`config.mk`:
```
export PLATFORM = sky130hd
export DESIGN_NAME = uart_tx_feeder
export DESIGN_NICKNAME = d
export VERILOG_FILES = /design/src/rtl/uart_pkg.sv /design/src/rtl/sync_fifo.sv /design/src/rtl/uart_tx_feeder.sv
export SDC_FILE = /design/constraint.sdc
export NUM_CORES = 1
export LEC_CHECK = 0
export BUFFER_PORTS_ARGS = -buffer_cell sky130_fd_sc_hd__buf_2
export CAP_MARGIN = 25
export CORE_MARGIN = 3
export CORE_UTILIZATION = 30
export DETAILED_ROUTE_END_ITERATION = 12
export GPL_ROUTABILITY_DRIVEN = 0
export SYNTH_ARGS = -nofsm -noshare
export SYNTH_HDL_FRONTEND = slang
export SYNTH_SLANG_ARGS = --single-unit
```
`constraint.sdc`:
```
create_clock -name clk -period 4.6 [get_ports clk]
set_clock_uncertainty 0.15 [all_clocks]
set_input_delay 0.69 -clock clk [delete_from_list [all_inputs] [get_ports clk]]
set_output_delay 0.69 -clock clk [all_outputs]
set_load 0.02 [all_outputs]
```
`src/rtl/uart_pkg.sv`:
```
// Shared uart-side definitions: default byte width and the transmit-side handshake FSM encoding.
package uart_pkg;
  localparam int UART_DATA_BITS = 8;

  typedef enum logic [1:0] {IDLE, ISSUE, WAIT_BUSY, WAIT_RDY} tx_fsm_t;
endpackage

```
`src/rtl/sync_fifo.sv`:
```
// Single-clock FIFO with extra-MSB pointers for full/empty, registered read data and synchronous clear.
module sync_fifo #(
  parameter int WIDTH = 8,
  parameter int DEPTH = 16,
  localparam int AW = $clog2(DEPTH),
  localparam int LW = $clog2(DEPTH + 1)
) (
  input  logic             clk,
  input  logic             rst,
  input  logic             clr,
  input  logic             wr_en,
  input  logic [WIDTH-1:0] wr_dat,
  input  logic             rd_en,
  output logic [WIDTH-1:0] rd_dat,
  output logic             full,
  output logic             empty,
  output logic [LW-1:0]    lvl
);
  logic [WIDTH-1:0] mem_q [DEPTH];
  logic [AW:0]      wr_ptr_q, wr_ptr_d, rd_ptr_q, rd_ptr_d;
  logic [WIDTH-1:0] rd_dat_q;

  always_comb begin
    wr_ptr_d = wr_ptr_q;
    rd_ptr_d = rd_ptr_q;
    if (clr) begin
      wr_ptr_d = '0;
      rd_ptr_d = '0;
    end else begin
      if (wr_en) wr_ptr_d = wr_ptr_q + 1'b1;
      if (rd_en) rd_ptr_d = rd_ptr_q + 1'b1;
    end
  end

  always_ff @(posedge clk or posedge rst) begin
    if (rst) begin
      wr_ptr_q <= '0;
      rd_ptr_q <= '0;
      rd_dat_q <= '0;
    end else begin
      wr_ptr_q <= wr_ptr_d;
      rd_ptr_q <= rd_ptr_d;
      if (rd_en) rd_dat_q <= mem_q[rd_ptr_q[AW-1:0]];
    end
  end

  // Storage needs no reset; occupancy is tracked entirely by the pointers.
  always_ff @(posedge clk) begin
    if (wr_en && !clr) mem_q[wr_ptr_q[AW-1:0]] <= wr_dat;
  end

  assign rd_dat = rd_dat_q;
  assign empty  = (wr_ptr_q == rd_ptr_q);
  assign full   = (wr_ptr_q[AW] != rd_ptr_q[AW]) && (wr_ptr_q[AW-1:0] == rd_ptr_q[AW-1:0]);
  assign lvl    = LW'(wr_ptr_q - rd_ptr_q);
endmodule

```
`src/rtl/uart_tx_feeder.sv`:
```
// Byte FIFO in front of the uart transmitter; issues one txv strobe per byte and waits out a full cts cycle.
module uart_tx_feeder
  import uart_pkg::*;
#(
  parameter int DATA_BITS = UART_DATA_BITS,
  parameter int DEPTH     = 16,
  parameter int LW        = $clog2(DEPTH + 1)
) (
  input  logic                 clk,
  input  logic                 rst,
  input  logic [DATA_BITS-1:0] in_dat,
  input  logic                 in_val,
  output logic                 in_rdy,
  input  logic                 flush,
  output logic [DATA_BITS-1:0] txd,
  output logic                 txv,
  input  logic                 cts,
  output logic [LW-1:0]        lvl,
  output logic                 busy
);
  tx_fsm_t state_q, state_d;
  logic    empty, full, wr_en, pop;

  assign in_rdy = !full && !flush;
  assign wr_en  = in_val && in_rdy;

  sync_fifo #(.WIDTH(DATA_BITS), .DEPTH(DEPTH)) u_fifo (
    .clk    (clk),
    .rst    (rst),
    .clr    (flush),
    .wr_en  (wr_en),
    .wr_dat (in_dat),
    .rd_en  (pop),
    .rd_dat (txd),
    .full   (full),
    .empty  (empty),
    .lvl    (lvl)
  );

  always_ff @(posedge clk or posedge rst) begin
    if (rst) state_q <= IDLE;
    else     state_q <= state_d;
  end

  always_comb begin
    state_d = state_q;
    unique case (state_q)
      IDLE:      if (!empty && cts && !flush) state_d = ISSUE;
      ISSUE:     state_d = WAIT_BUSY;
      WAIT_BUSY: if (!cts) state_d = WAIT_RDY;
      WAIT_RDY:  if (cts) state_d = IDLE;
      default:   state_d = IDLE;
    endcase
  end

  // txv decodes straight from the state register so an async reset kills it mid-strobe.
  always_comb begin
    pop  = (state_q == IDLE) && !empty && cts && !flush;
    txv  = (state_q == ISSUE);
    busy = (state_q != IDLE) || !empty;
  end
endmodule

```
==> flow_metrics.py <==
metrics = {
    "worst_setup_path": {
        "crit_type": "reg2out",
        "path_max_fanout": 20,
        "startpoint": "u_fifo.rd_ptr_q[1]",
        "cp_top_family": "buffers and inverters",
        "cp_slowest_cell": "ha_1",
        "end_kind": "output port",
        "crit_path_max_incr_delay_ns": 0.38,
        "arrival_ns": 2.38,
        "crit_buf_inv": 3,
        "start_kind": "flop",
        "required_ns": 3.76,
        "path_cells": "buf_4, inv_2, ha_1, and4_1, nand3_1, buf_2",
        "rr_startpoint": "u_fifo.rd_ptr_q[1]",
    },
    "logic_synthesis": {
        "avgSynthCellArea_um2": 18.5,
        "synth_cells": 332,
        "synth_area_leader_cell": "edfxtp_1",
        "synth_flop_cell": "edfxtp_1",
        "yosysWarnings": 0,
        "synth_area_leaders": "edfxtp_1 (63%), mux4_2 (12%), dfrtp_1 (8.1%), mux2i_1 (2.9%), ha_1 (2.9%)",
        "synth_area_mm2": 0.00614,
        "synth_edf_count": 128,
        "netlist.area_leader.share_pct": 62.6,
        "synthArstFlopShare_pct": 13.5,
        "seq_area_frac_synth_pct": 70.7,
        "synth_seq_cells": 148,
        "synth_cell_types": 37,
        "syn_nets": 360,
    },
    "global_route": {
        "track_usage_pct": 12.2,
        "grt_overflow_total": 0,
        "antenna_found_initial": 0,
        "grt_pass1_vias": 3210,
        "grt_pass1_wl_mm": 19.9,
        "grt_max_degree": 35,
    },
    "sta": {
        "slew_headroom_pct": 45.9,
        "setup_viol": 0,
        "whs_ns": 0.259,
        "fin_tns_setup_ns": 0,
        "slew_viol_final": 0,
        "finalHoldViolCount": 0,
        "rsz0062_at_grt": "no",
        "fin_crit_ns": 3.22,
        "fin_crit_sh_pct": 69.9,
        "max_freq_mhz": 311,
        "tightestPinTransition_ns": 0.812,
    },
    "layout": {
        "fillers": 1821,
        "syn2layout_area_growth_pct": 17.2,
        "finalNetCount": 398,
        "antennaDiodeCount": 0,
        "regArea_mm2": 0.00434,
        "drive_gt1_share_pct": 26.1,
        "multiInputGateArea_mm2": 0.00167,
    },
    "clock_tree": {
        "cts_made_buffers": 17,
        "ctsHoldBuffers": 0,
        "path_clk_slew_ns": 0.06,
        "clockBufferDepth": 2,
        "cts_max_level": 4,
        "post_cts_buffers": 0,
        "post_cts_resized": 0,
        "clock-root-buffer": "clkbuf_16",
        "cts_tree": "built",
        "cts.sinks": 148,
        "insertion_delay_ns": 0.42,
    },
    "pwr": {
        "clock_power_share_pct": 42.4,
        "intPower_mw": 2.57,
        "power_frac_seq_pct": 45.8,
        "combPwrFrac_pct": 11.8,
        "ir_worst_vdd_uv": 254,
        "p_switching_mw": 0.809,
        "finalPower_mw": 3.38,
        "p_per_area_mw_per_mm2": 470,
        "swShare_pct": 23.9,
        "leakagePower_nw": 2.47,
    },
    "route": {
        "vias_per_cell": 4.85,
        "dr.first_iter.drc_count": 282,
        "wl_mm": 12.8,
        "drc": 0,
        "wire_per_inst_um": 19.8,
        "first_pass_iters": 7,
        "vias": 3146,
        "antenna_left": 0,
    },
    "floorplanning": {
        "die_area_mm2": 0.0222,
        "initial_core_util_pct": 31.1,
        "coreArea_mm2": 0.0198,
        "design.portCount": 29,
        "row_count": 51,
        "die_h_um": 149,
        "die_x_um": 149,
    },
    "hold_path": {
        "worstHoldPathType": "in2async",
    },
    "place": {
        "port_buffers": 28,
        "dp_hpwl_mm": 8.65,
    },
    "status": {
        "status": "complete, no violations",
    },
    "flow_run": {
        "drv_cap": 0,
    },
}
-- metal layers --
layer / wire length (um) / track usage [%] / up-vias
met4: 79 / 3.57 / 0
met2: 6040 / 18.4 / 72
met3: 594 / 3.74 / 6
met1: 6130 / 17.1 / 1671
li1: - / - / 1397
met5: 0 / 0 / -
-- worst paths after layout --
path	to	slack, ns	cells after the start
setup / recovery	busy	1.38	6
hold / removal	state_q[1]	0.26	2
setup reg to reg	u_fifo.mem_q[6][1]	1.55	7
hold reg to reg	u_fifo.rd_dat[0]	0.35	2
max in group asynchronous	u_fifo.rd_dat[6]	3.54	2
min in group clk	u_fifo.rd_dat[0]	0.35	2
-- final cells by class --
type | count | area share [%]
Multi-Input combinational cell | 154 | 23.1
Sequential cell | 148 | 60.3
Clock inverter | 12 | 2.47
Inverter | 14 | 0.730
Timing Repair Buffer | 35 | 2.68
Clock buffer | 20 | 6.06
Tap cell | 265 | 4.60
-- cell usage after synthesis (2+ instances only) --
cell / n
inv_1: 13
dfrtp_1: 20
nand2_1: 16
mux2i_1: 18
o2111ai_1: 2
buf_4: 2
a21o_1: 4
a21oi_1: 5
nand4_1: 2
clkbuf_1: 7
nand2b_1: 3
buf_2: 5
xnor2_1: 7
nor2_1: 19
a211oi_1: 2
ha_1: 14
o221ai_1: 8
nor3_1: 4
nand3_1: 4
mux4_2: 32
mux2_2: 2
edfxtp_1: 128
-- sequential cells by signal, summed over array words and instances (netlist names) --
signal / flops
u_fifo.wr_ptr_q: 5
u_fifo.rd_ptr_q: 5
u_fifo.mem_q: 128
u_fifo.rd_dat: 8
state_q: 2
-- power by group through the flow --
stage,sequential [mW],clock [mW],combinational [mW]
floorplan,1.60,0,0.237
global placement,1.57,0,0.395
detailed placement,1.58,0,0.404
CTS,1.55,1.46,0.407
global route,1.55,1.52,0.439
finish,1.55,1.43,0.400
-- layout by cell type, fill, tap and decap left out, types with 3 or more instances in the layout --
cell type | netlist | routed
inv_1 | 13 | 13
a21o_1 | 4 | 4
dfrtp_1 | 20 | 20
nand3_1 | 4 | 4
clkbuf_1 | 7 | 3
clkbuf_16 | 0 | 17
o221ai_1 | 8 | 8
nor2_1 | 19 | 19
a21oi_1 | 5 | 5
nor3_1 | 4 | 4
buf_4 | 2 | 7
edfxtp_1 | 128 | 128
nand2b_1 | 3 | 3
buf_2 | 5 | 28
mux4_2 | 32 | 32
bufinv_16 | 0 | 4
mux2i_1 | 18 | 18
xnor2_1 | 7 | 7
nand2_1 | 16 | 16
ha_1 | 14 | 14
-- stage by stage --
stage               utilization [%]  area, um2  std cells  setup WS (ns)
finish                         36.4       7200        648           1.38
global route                   36.4       7200        648           1.19
CTS                            36.4       7200        648           1.32
detailed placement             33.3       6590        616           1.52
global placement               33.3       6590        616           1.57
floorplan                         -       6140        332           1.60
-- cells by family (layout without fill, tap and decap cells) --
| group | Yosys count | after routing | synth area share, % |
|---|---|---|---|
| simple gates | 50 | 50 | 3.54 |
| flops | 148 | 148 | 70.7 |
| mux | 53 | 53 | 15.2 |
| fa+ha+maj | 15 | 15 | 3.18 |
| buf+inv | 30 | 81 | 2.18 |
| xor+xnor | 9 | 9 | 1.41 |
| compound gates | 27 | 27 | 3.79 |
(Power assumes the default switching activity.)
